$ cat src/rtl/crank_wheel_gen.sv
// crank_wheel_gen: emulates a variable-reluctance crank sensor (N-M toothed wheel).
// Rev 1.0 - initial release.
`default_nettype none
`timescale 1ns/1ps

module crank_wheel_gen #(
    parameter int W = 24
) (
    input  logic         clk,
    input  logic         rst,
    input  logic         ena,
    input  logic [W-1:0] period_in,
    input  logic         period_we,
    input  logic [7:0]   teeth_total,
    input  logic [7:0]   teeth_missing,
    output logic         vr_out,
    output logic         gap_flag,
    output logic         rev_pulse,
    output logic [7:0]   slot_idx,
    output logic         cfg_err
);

    typedef enum logic [1:0] {
        IDLE = 2'd0,
        HIGH = 2'd1,
        LOW  = 2'd2,
        GAP  = 2'd3
    } state_t;

    state_t       state, state_nxt;
    logic [W-1:0] cnt, cnt_nxt;
    logic [W-1:0] pa, pa_nxt;
    logic [W-1:0] shadow, shadow_nxt;
    logic [7:0]   n_lat, n_nxt;
    logic [7:0]   m_lat, m_nxt;
    logic [7:0]   slot_nxt;
    logic         cfg_err_nxt;
    logic         rev_nxt;
    logic         vr_nxt;
    logic         gap_nxt;

    logic [W-1:0] shadow_eff;
    logic [W-1:0] pa_start;
    logic         cfg_legal;
    logic         last_cyc;
    logic         start;
    logic [7:0]   slot_inc;

    // A period strobe coinciding with a revolution start bypasses the shadow.
    always_comb begin
        shadow_eff = period_we ? period_in : shadow;
        pa_start   = (shadow_eff < W'(2)) ? W'(2) : shadow_eff;
        cfg_legal  = (teeth_total >= 8'd3) &&
                     (({1'b0, teeth_missing} + 9'd2) <= {1'b0, teeth_total});
        last_cyc   = (cnt == (pa - W'(1)));
        slot_inc   = slot_idx + 8'd1;
    end

    always_comb begin
        state_nxt   = state;
        cnt_nxt     = cnt;
        slot_nxt    = slot_idx;
        pa_nxt      = pa;
        n_nxt       = n_lat;
        m_nxt       = m_lat;
        shadow_nxt  = shadow_eff;
        cfg_err_nxt = cfg_err;
        rev_nxt     = 1'b0;
        start       = 1'b0;

        case (state)
            IDLE: begin
                if (ena) begin
                    start = 1'b1;
                end
            end
            default: begin
                if (!ena) begin
                    state_nxt = IDLE;
                    cnt_nxt   = '0;
                    slot_nxt  = 8'd0;
                end else if (last_cyc) begin
                    if (slot_idx == (n_lat - 8'd1)) begin
                        start = 1'b1;
                    end else begin
                        slot_nxt  = slot_inc;
                        cnt_nxt   = '0;
                        state_nxt = (slot_inc >= (n_lat - m_lat)) ? GAP : HIGH;
                    end
                end else begin
                    cnt_nxt = cnt + W'(1);
                    if ((state == HIGH) && ((cnt + W'(1)) == (pa >> 1))) begin
                        state_nxt = LOW;
                    end
                end
            end
        endcase

        // Revolution start: relatch geometry and period, then run or refuse.
        if (start) begin
            pa_nxt   = pa_start;
            n_nxt    = teeth_total;
            m_nxt    = teeth_missing;
            cnt_nxt  = '0;
            slot_nxt = 8'd0;
            if (cfg_legal) begin
                state_nxt   = HIGH;
                rev_nxt     = 1'b1;
                cfg_err_nxt = 1'b0;
            end else begin
                state_nxt   = IDLE;
                cfg_err_nxt = 1'b1;
            end
        end

        vr_nxt  = (state_nxt == HIGH);
        gap_nxt = (state_nxt == GAP);
    end

    always_ff @(posedge clk or posedge rst) begin
        if (rst) begin
            state     <= IDLE;
            cnt       <= '0;
            pa        <= W'(2);
            shadow    <= W'(2);
            n_lat     <= 8'd0;
            m_lat     <= 8'd0;
            slot_idx  <= 8'd0;
            cfg_err   <= 1'b0;
            rev_pulse <= 1'b0;
            vr_out    <= 1'b0;
            gap_flag  <= 1'b0;
        end else begin
            state     <= state_nxt;
            cnt       <= cnt_nxt;
            pa        <= pa_nxt;
            shadow    <= shadow_nxt;
            n_lat     <= n_nxt;
            m_lat     <= m_nxt;
            slot_idx  <= slot_nxt;
            cfg_err   <= cfg_err_nxt;
            rev_pulse <= rev_nxt;
            vr_out    <= vr_nxt;
            gap_flag  <= gap_nxt;
        end
    end

endmodule

`default_nettype wire

$ cat config.mk
export PLATFORM = sky130hd
export DESIGN_NAME = crank_wheel_gen
export DESIGN_NICKNAME = d
export VERILOG_FILES = /design/src/rtl/crank_wheel_gen.sv
export SDC_FILE = /design/constraint.sdc
export NUM_CORES = 1
export LEC_CHECK = 0
export ABC_CLOCK_PERIOD_IN_PS = 4700
export CAP_MARGIN = 20
export CORE_MARGIN = 5
export CORE_UTILIZATION = 60
export DETAILED_ROUTE_END_ITERATION = 16
export PLACE_DENSITY = 0.94
export SYNTH_ARGS = -nofsm -noshare
export SYNTH_HDL_FRONTEND = slang
export SYNTH_SLANG_ARGS = --single-unit
$ cat constraint.sdc
create_clock -name clk -period 4.7 [get_ports clk]
set_input_delay 0.705 -clock clk [delete_from_list [all_inputs] [get_ports clk]]
set_output_delay 0.705 -clock clk [all_outputs]
set_load 0.01 [all_outputs]
### After elaboration in Yosys (flattened, before gate mapping)

Index checks and enable logic that the tools add are counted.
W data, S select, Z words.

* magnitude comparators: 4
* reductions and logical operators: 5
* equality and inequality tests: 10
* muxes and demuxes: 28
* add/subtract/negate cells: 6

Operators by type and width (number)
* $mux W24: 7
* $mux W8: 5
* $add A24 B1 Y24 const B: 1
* $eq A24 B23 Y1: 1
* $eq A24 B24 Y1: 1
* $lt A24 B2 Y1 const B: 1
* $sub A24 B1 Y24 const B: 1
* $mux W2: 7
* $add A8 B2 Y9 const B: 1
* $le A9 B8 Y1: 1
* $mux W1: 9
* $add A8 B1 Y8 const B: 1
* $eq A8 B8 Y1: 1
* $ge A8 B2 Y1 const B: 1
* $ge A8 B8 Y1: 1
* $sub A8 B1 Y8 const B: 1
* $sub A8 B8 Y8: 1
* $eq A2 B1 Y1 const B: 2
* $ne A4 B4 Y1 const B: 1
* $ne A3 B1 Y1 const B: 1
* $ne A3 B3 Y1 const B: 1
* $reduce_and A3 Y1: 1
* $eq A2 B2 Y1 const B: 1
* $logic_and A1 B1 Y1: 2
* other kinds (3): 3

* flip-flop bits (word level): 102
* output and inout bits: 12
* logic and storage cells: 64
* input port bits: 44

### Depth between registers and ports, before layout

* depth in word-level cells: 9
* mapped depth: 17
* depth with buffers taken out: 17

### Worst setup path after synthesis

Ideal clock, no wire load.

* path type: register to register
* from: register pa[5]
* to: register n_lat[0]
* setup slack: 1330 ps
* arrival time: 3245 ps
* required time: 4575 ps
* path buffers: 4
* setup time: 125 ps
* period minus slack after synthesis: 3370 ps
* stages on the path, launching flop included: 14
* path through: dfrtp_1 buf_6 or4_4 or3_1 a211o_1 a311o_1 nor3b_2 and4_1 buf_4 a21o_4 nand2_4 buf_6 buf_8 mux2_4

* word-level cells in the longest chain between the ends: 5

Ends and longest elaborated chain
* start, declared: line 32 `logic [W-1:0] pa, pa_nxt;`
* start signal, assigned: line 136 `pa <= pa_nxt;`
* $sub A24 B1 Y24: line 55 `last_cyc = (cnt == (pa - W'(1)));`
* $eq A24 B24 Y1: line 55
* $mux W1: line 82 `end else if (last_cyc) begin`
* $mux W1: line 78 `if (!ena) begin`
* $mux W1: line 71 `case (state)`
* end signal, assigned: line 138 `n_lat <= n_nxt;`
* end, declared: line 34 `logic [7:0] n_lat, n_nxt;`

No other way between the ends.
A chain may end at the register's enable or synchronous reset.

### Worst setup path after layout

* from: register pa[9]
* to: register slot_idx[4]

* word-level cells in the longest chain between the ends: 7
* elaborated cells between the ends (all ways): 10
* classes of those cells: add/sub: 1; eq/ne: 4; mux: 4; reduce/logical: 1

Ends and longest elaborated chain
* $sub A24 B1 Y24 *: line 55
* $eq A24 B24 Y1 *: line 55
* $mux W1: line 82
* $mux W1: line 78
* $mux W1: line 71
* $ne A3 B3 Y1 (no line) (tied with other cells)
* $reduce_and A3 Y1 (no line)
* end signal, assigned: line 140 `slot_idx <= slot_nxt;`
* end, declared: line 19 `output logic [7:0] slot_idx,`

Every way passes the cells marked *; elsewhere a longest branch is shown, timed or not.

==> results.json <==
{
  "status": "finished, final reports clean",
  "numCtsBuffers": 9,
  "coreArea_mm2": 0.01196,
  "syn_inst": 784,
  "nets": 875,
  "cp_data_arrival_time_ps": 4350,
  "ys_top_cells_by_area": "dfrtp_1, mux2_2, xnor2_1",
  "dpl.hpwl_um": 13980,
  "power_leakage_uw": 0.003326,
  "viasPerCell": 6.671,
  "grt_use_total_pct": 27.30,
  "avgRoutedWirePerCell_um": 20.38,
  "start_kind": "flop",
  "synth_fp_nets": 857,
  "grt_pass1_wl_um": 31930,
  "fillers": 836,
  "slowest_delay_ps": 780,
  "yosysTopAreaCell": "dfrtp_1",
  "finalSetupViolCount": 0,
  "synth_edf_count": 0,
  "hold_violations": 0,
  "placementRows": 40,
  "placed_area_mm2": 0.007814,
  "wl_um": 19440,
  "dieWidth_um": 120.1,
  "holdWs_ps": 516.3,
  "antenna_found_initial": 0,
  "cts.sinks": 102,
  "clk_pin_slew_ps": 70,
  "crit_path_max_fanout": 15,
  "post_cts_buffers": 0,
  "drive_above_1_share_pct": 11.65,
  "vias": 6364,
  "min_path_type": "reg2reg",
  "synth_area_mm2": 0.007271,
  "ys_seq_elements": 102,
  "synth_top_area_share_pct": 34.42,
  "cp-end-kind": "flop",
  "worst_pin_slew_ps": 944.8,
  "finalCriticalPeriod_ps": 4135,
  "start_util_pct": 60.78,
  "fin_skew_ps": 13.36,
  "maxCapViolCount": 0,
  "design_area_mm2": 0.008130,
  "numPortBuffers": 55,
  "antenna_left": 0,
  "p_per_area_mw_per_mm2": 388.0,
  "grt_pass1_vias": 6281,
  "ctsHtreeMaxLevel": 3,
  "die_area_mm2": 0.01442,
  "cts_tree": "yes",
  "synth-seq-area-share_pct": 35.14,
  "fin_tns_setup_ps": 0,
  "drtIter0Drc": 788,
  "cts_buffer_depth": 2,
  "synthToLayoutAreaGrowth_pct": 11.82,
  "fin_crit_sh_pct": 87.99,
  "critPathKind": "reg2reg",
  "utilization_pct": 67.97,
  "synthArstFlopShare_pct": 100.0,
  "cpMostUsedCell": "nor2_1",
  "clk-insertion-delay-late_ps": 360,
  "cts_root_buf": "clkbuf_16",
  "num_io_pins": 56,
  "pre_cts_slack_ps": 724.7,
  "grt.overflow.total": 0,
  "slew_headroom_pct": 37.01,
  "firstDrtPassIters": 5,
  "synth.avg_cell_area_um2": 9.274,
  "rsz0062_at_grt": "no",
  "crit_path_top_delay_cell": "nor4_1",
  "fmax_mhz": 241.8,
  "vdd_drop_max_mv": 0.3048,
  "die_y_um": 120.1,
  "cts_resized": 0,
  "ys_warn_count": 0,
  "synth_ff_type": "dfrtp_1",
  "finalWorstSetupSlack_ps": 564.6,
  "route.detailed.drc": 0,
  "crit_required_ps": 4920,
  "postCtsHoldBufs": 0,
  "synthDistinctLibCells": 72,
  "finalMaxSlewViolations": 0,
  "grt_start_max_net_pins": 79,
  "antenna_cells": 0,
  "finalWeightedCongestion": 1.039,
  "cp_cell_sequence": "nor4_1 -> nand4_1 -> a211oi_2 -> nor2_1 -> nor4_1 -> and4_1 -> nor2_1 -> buf_4 -> nor2_1 -> o2bb2ai_1"
}
-- report_power, final --
group / total, uW / leakage, uW / internal [uW] / switching [uW]
Combinational: 1100 / 0.00191 / 535 / 569
Clock: 805 / 0.000146 / 469 / 335
Sequential: 1250 / 0.00127 / 1010 / 238
-- cell families (layout without fill, tap and decap cells) --
kind of cell | after synthesis | count (layout) | synth area share [%]
adders and majority gates | 29 | 29 | 5.094
DFF | 102 | 102 | 35.14
muxes | 70 | 70 | 10.96
xor gates and xnor gates | 84 | 84 | 10.31
and+or+nand+nor | 257 | 257 | 19.39
buffers and inverters | 94 | 117 | 5.421
AOI/OAI and AO/OA | 148 | 148 | 13.68
-- area by class of cell --
cell class                      count  area [um2]  share of cell area [%]
Inverter                           40       152.6                   1.877
Sequential cell                   102        2555                   31.43
Timing Repair Buffer               61       595.6                   7.325
Clock inverter                      5       83.83                   1.031
Clock buffer                       11       232.7                   2.862
Multi-Input combinational cell    588        4327                   53.22
Tap cell                          147       183.9                   2.262
-- stage by stage --
step | power (uW) | std cells
after global placement | 2248 | 938
final | 3155 | 954
after CTS | 3126 | 954
after floorplan | 2025 | 784
after detailed placement | 2307 | 938
after global routing | 3311 | 954
-- cells in the final DEF, fill, tap and decap left out, drive strengths merged, types with 4 or more instances in the layout --
master         instances
a211o                  6
a211oi                 7
a21o                  11
a21oi                 32
a31oi                  5
and2                   7
and3                  15
and4                   9
buf                    6
clkbuf                11
clkdlybuf4s50         55
dfrtp                100
ha                    28
inv                   41
mux2                  59
mux2i                 11
nand2                 44
nand2b                 7
nand3                 32
nand4                 20
nor2                  37
nor2b                  4
nor3                  30
nor4                  20
o211ai                 7
o21a                   4
o21ai                 36
o22ai                  4
o2bb2ai                5
o31ai                  6
or3                   13
or4                    4
xnor2                 50
xor2                  33
-- path summary, 6_finish.rpt --
path / start / endpoint / slack [ps] / depth (start not counted)
setup / recovery: pa[9] / slot_idx[4] / 560 / 10
hold / removal: m_lat[4] / m_lat[4] / 520 / 1
setup reg to reg: pa[9] / slot_idx[4] / 560 / 10
hold reg to reg: m_lat[4] / m_lat[4] / 520 / 1
max in group asynchronous: rst / pa[1] / 2870 / 3
min in group asynchronous: rst / pa[6] / 920 / 2
-- sequential cells by signal, indices dropped and copies added (netlist names) --
register   cells
cfg_err        1
cnt           24
gap_flag       1
m_lat          8
n_lat          8
pa            24
rev_pulse      1
shadow        24
slot_idx       8
state          2
vr_out         1
-- metal layers --
metal	vias to the layer above	GRT usage [%]	wire [um]
met5	-	0	0
met4	0	13.24	772
met3	74	4.477	1696
met2	361	42.61	9061
met1	3055	36.96	7913
li1	2874	-	-
-- Yosys cell counts, drive strengths merged (5+ instances only) --
cell	n
dfrtp	100
mux2	59
xnor2	50
nand2	44
clkbuf	41
inv	40
nor2	37
o21ai	36
xor2	33
a21oi	32
nand3	32
nor3	30
ha	28
nand4	20
nor4	20
and3	15
buf	13
or3	13
a21o	11
mux2i	11
and4	9
a211oi	7
and2	7
nand2b	7
o211ai	7
a211o	6
o31ai	6
a31oi	5
o2bb2ai	5
-- critical path, delay by kind of cell (launching register included) --
family	cells	cell delay, ps
AND/OR/NAND/NOR	7	2700
flip-flops	1	500
AO/OA/AOI/OAI	2	490
buffers and inverters	1	300
(Power assumes the default switching activity.)
==> RTL change 1 (same flow settings) <==
Encoding of `state_t`: now Gray code (2 bits for 4 states).
--- a/src/rtl/crank_wheel_gen.sv
+++ b/src/rtl/crank_wheel_gen.sv
@@ -21,10 +21,10 @@
 );
 
     typedef enum logic [1:0] {
-        IDLE = 2'd0,
-        HIGH = 2'd1,
-        LOW  = 2'd2,
-        GAP  = 2'd3
+        IDLE = 2'b00,
+        HIGH = 2'b01,
+        LOW  = 2'b11,
+        GAP  = 2'b10
     } state_t;
 
     state_t       state, state_nxt;
Behaviour: same outputs for any inputs over 4 cycles, from zero or initial values and one cycle with rst high; so few cycles prove little.
==> RTL change 1 against the unedited design <==
Power down 5.4%; setup slack better by 110 ps; wire length down 5.3%; synthesized area down 2.7%; sequential cell count unchanged; maximum frequency up 2.8%; design area down 2.1%; global-route usage down 0.70 points.
==> RTL change 1: results (changes against the unedited design) <==
metric;value;unit;change
first-pass GRT wire length;30.71;mm;-3.8%
GR Layer Usage met1;35.29;%;-1.7 points
r2r setup slk;680;ps;+110 ps
vias per inst;6.517;;-2.3%
final wirelength;18.41;mm;-5.3%
layout cells sized above 1;12.66;%;+1.0 points
Final Skew;12.88;ps;-0.4864 ps
top area cells in the synthesized netlist;dfrtp_1 35%, mux2_4 7.2%, xnor2_1 6.9%;;
Fillers;747;;-11%
post-detail-place hpwl;13.59;mm;-2.8%
routed length on met1;7.455;mm;-5.8%
multi-input logic area;0.004163;mm²;-3.8%
Slowest Stage Delay on Critical Path;630;ps;-150 ps
adder-cell area share of the yosys netlist;5.236;%;+0.14 points
VDD IR max;303.1;µV;-0.55%
M2 GR Usage;43.29;%;+0.68 points
largest net degree at the start of global routing;75;;-5.1%
met3 wire length;1.398;mm;-18%
Initial DRC Count;547;;-31%
Final nets;834;;-4.7%
Synth top cells by count;100 x dfrtp_1, 56 x xnor2_1, 42 x nand2_1;;
leak pwr;3.383;nW;+1.7%
met3 global-route usage;3.773;%;-0.70 points
area post-placement;0.007634;mm²;-2.3%
Worst-Margin Slew;1030;ps;+85.05 ps
post-synthesis compound-gate area fraction;13.11;%;-0.57 points
register area share after synthesis;36.12;%;+0.98 points
TritonRoute pass-1 iters;7;;+2
multiplexer share of the synthesized area;12.15;%;+1.2 points
GPL Wtd Cong;0.9467;;-8.9%
Total GRT Usage;26.60;%;-0.70 points
Cell variety after synth;70;;-2.8%
outcome;completed;;
RTL change 1: stage by stage:
step | total power [mW] | std cells | hold slack (ps) | worst slack [ps]
after global routing | 3.147 | 909 | 547.8 | 304.8
after detailed placement | 2.167 | 893 | 511.4 | 739.7
final | 2.984 | 909 | 530.0 | 676.5
after floorplan | 1.906 | 736 | 472.3 | 1304
after CTS | 2.978 | 909 | 530.2 | 696.0
after global placement | 2.097 | 893 | 483.6 | 916.9
RTL change 1: power by group:
group / switching (mW) / internal [mW]
logic: 0.481 / 0.504
registers: 0.198 / 0.999
clock network: 0.371 / 0.432
RTL change 1: area by class of cell:
type | instances | area share, %
flip-flops and latches | 102 | 32.11
well taps | 143 | 2.249
clock buffers | 9 | 2.831
clock inverters | 7 | 1.227
repair buffers | 61 | 7.485
inverters | 37 | 1.777
multi-input cells | 550 | 52.32
RTL change 1: kinds of logic after synthesis:
kind of cell	Yosys count
compound gates	139
xor+xnor	84
fa+ha+maj	29
buf+inv	84
flops	102
mux	66
simple gates	232
==> RTL change 2 (same flow settings) <==
Made on the original files. Set the parameter `W` to 12 (it was 24).
--- a/src/rtl/crank_wheel_gen.sv
+++ b/src/rtl/crank_wheel_gen.sv
@@ -4,7 +4,7 @@
 `timescale 1ns/1ps
 
 module crank_wheel_gen #(
-    parameter int W = 24
+    parameter int W = 12
 ) (
     input  logic         clk,
     input  logic         rst,
Interface: changed (resized period_in); port bits go from 56 to 44. The function was not compared with the original's and may differ.
==> RTL change 2 against the unedited design <==
Sequential cell count shrank 36; sequential share of layout area shrank 0.076 points; setup slack improved by 690 ps; clock power decreased by 33%; largest power group unchanged; design area shrank 35%; synthesized area fell by 37%; wire length fell by 41%; power decreased by 36%; worst hold slack worse by 18 ps; clock skew is 2.2 ps higher; sequential power decreased by 39%; critical path depth increased by 7.
==> RTL change 2: results (changes against the unedited design) <==
metric;value;unit;change
multi-input gate share of total cell area;50.75;%;-2.5 points
register area share after synthesis;36.23;%;+1.1 points
relative slew slack;55.24;%;+18 points
Final Cycle Share;73.39;%;-15 points
Final Skew;15.59;ps;+2.227 ps
Worst Setup EP;gap_flag$_DFF_PP0_;;
Final nets;591;;-32%
syn_nets;558;;-35%
Placed Cells;617;;-34%
slowest CP cell;dfrtp_1;;
Cells after Synth;497;;-37%
Slowest Stage Delay on Critical Path;440;ps;-340 ps
inverter count;38;;-5.0%
combinational logic power;0.720;mW;-35%
adder-cell area share of the yosys netlist;8.112;%;+3.0 points
Root Buffer Master;clkbuf_8;;
post-detail-place hpwl;8.085;mm;-42%
Synth top area share;35.08;%;+0.66 points
#MultiIn Comb;368;;-37%
pre-CTS setup slack;1421;ps;+696.2 ps
Die W;97.23;µm;-19%
Signal buf overhead;8.727;%;+1.4 points
sequential cell area share;31.35;%;-0.076 points
Gate power share;35.5;%;+0.5 points
Non-clk bufs;47;;-23%
Fillers;481;;-42%
leak pwr;2.356;nW;-29%
ant diodes;0;;unchanged
clock-cell share of area;4.126;%;+0.23 points
vias per inst;6.208;;-6.9%
drt wl/cell;18.07;µm;-11%
post-synthesis compound-gate area fraction;16.25;%;+2.6 points
final wirelength;11.46;mm;-41%
largest net degree at the start of global routing;37;;-53%
sequential cells;66;;-35%
r2r setup slk;1250;ps;+690 ps
Synth top cells by count;64 x dfrtp_1, 41 x o21ai_0, 38 x inv_1;;
VDD IR max;265.8;µV;-13%
delay-heaviest family, CP;compound AO/OA/AOI/OAI gates;;
layout cells sized above 1;9.533;%;-2.1 points
Reg2Reg Depth;17;;+7
register share of total power;37.8;%;-1.7 points
xor/xnor share of the synthesized area;9.975;%;-0.33 points
Initial DRC Count;358;;-55%
CP Launch Point;n_lat[0]$_DFFE_PP0N_;;
design area;0.005276;mm²;-35%
first-pass GRT wire length;18.80;mm;-41%
outcome;completed;;
CP Max Fanout;6;;-9
biggest regs;cnt x12, pa x12, shadow x12;;
Int Pwr;1.279;mW;-36%
clk_buf instances;10;;-1
multiplexer share of the synthesized area;6.468;%;-4.5 points
area post-placement;0.005051;mm²;-35%
top area cells in the synthesized netlist;dfrtp_1 35%, ha_1 7.7%, xnor2_1 5.8%;;
Total GRT Usage;24.72;%;-2.6 points
Worst Path Arrival;3700;ps;-650 ps
input/output buffers;43;;-22%
Cell variety after synth;58;;-19%
## RTL change 2: worst min-delay path by stage
stage	from	end	slack [ps]	cells past startpoint
after floorplan	m_lat[1]$_DFFE_PP0N_	m_lat[1]$_DFFE_PP0N_	450	2
after global placement	m_lat[1]$_DFFE_PP0N_	m_lat[1]$_DFFE_PP0N_	470	2
after detailed placement	m_lat[1]$_DFFE_PP0N_	m_lat[1]$_DFFE_PP0N_	490	2
after CTS	m_lat[1]$_DFFE_PP0N_	m_lat[1]$_DFFE_PP0N_	500	2
after global routing	m_lat[1]$_DFFE_PP0N_	m_lat[1]$_DFFE_PP0N_	530	2
final	m_lat[1]$_DFFE_PP0N_	m_lat[1]$_DFFE_PP0N_	500	2
## RTL change 2: per-layer routing
layer | global-route usage, % | routed length (µm) | vias up
li1 | - | - | 1837
met1 | 31.85 | 4784 | 1872
met4 | 13.42 | 440 | 0
met5 | 0 | 0 | -
met2 | 39.65 | 5485 | 181
met3 | 4.164 | 744 | 46
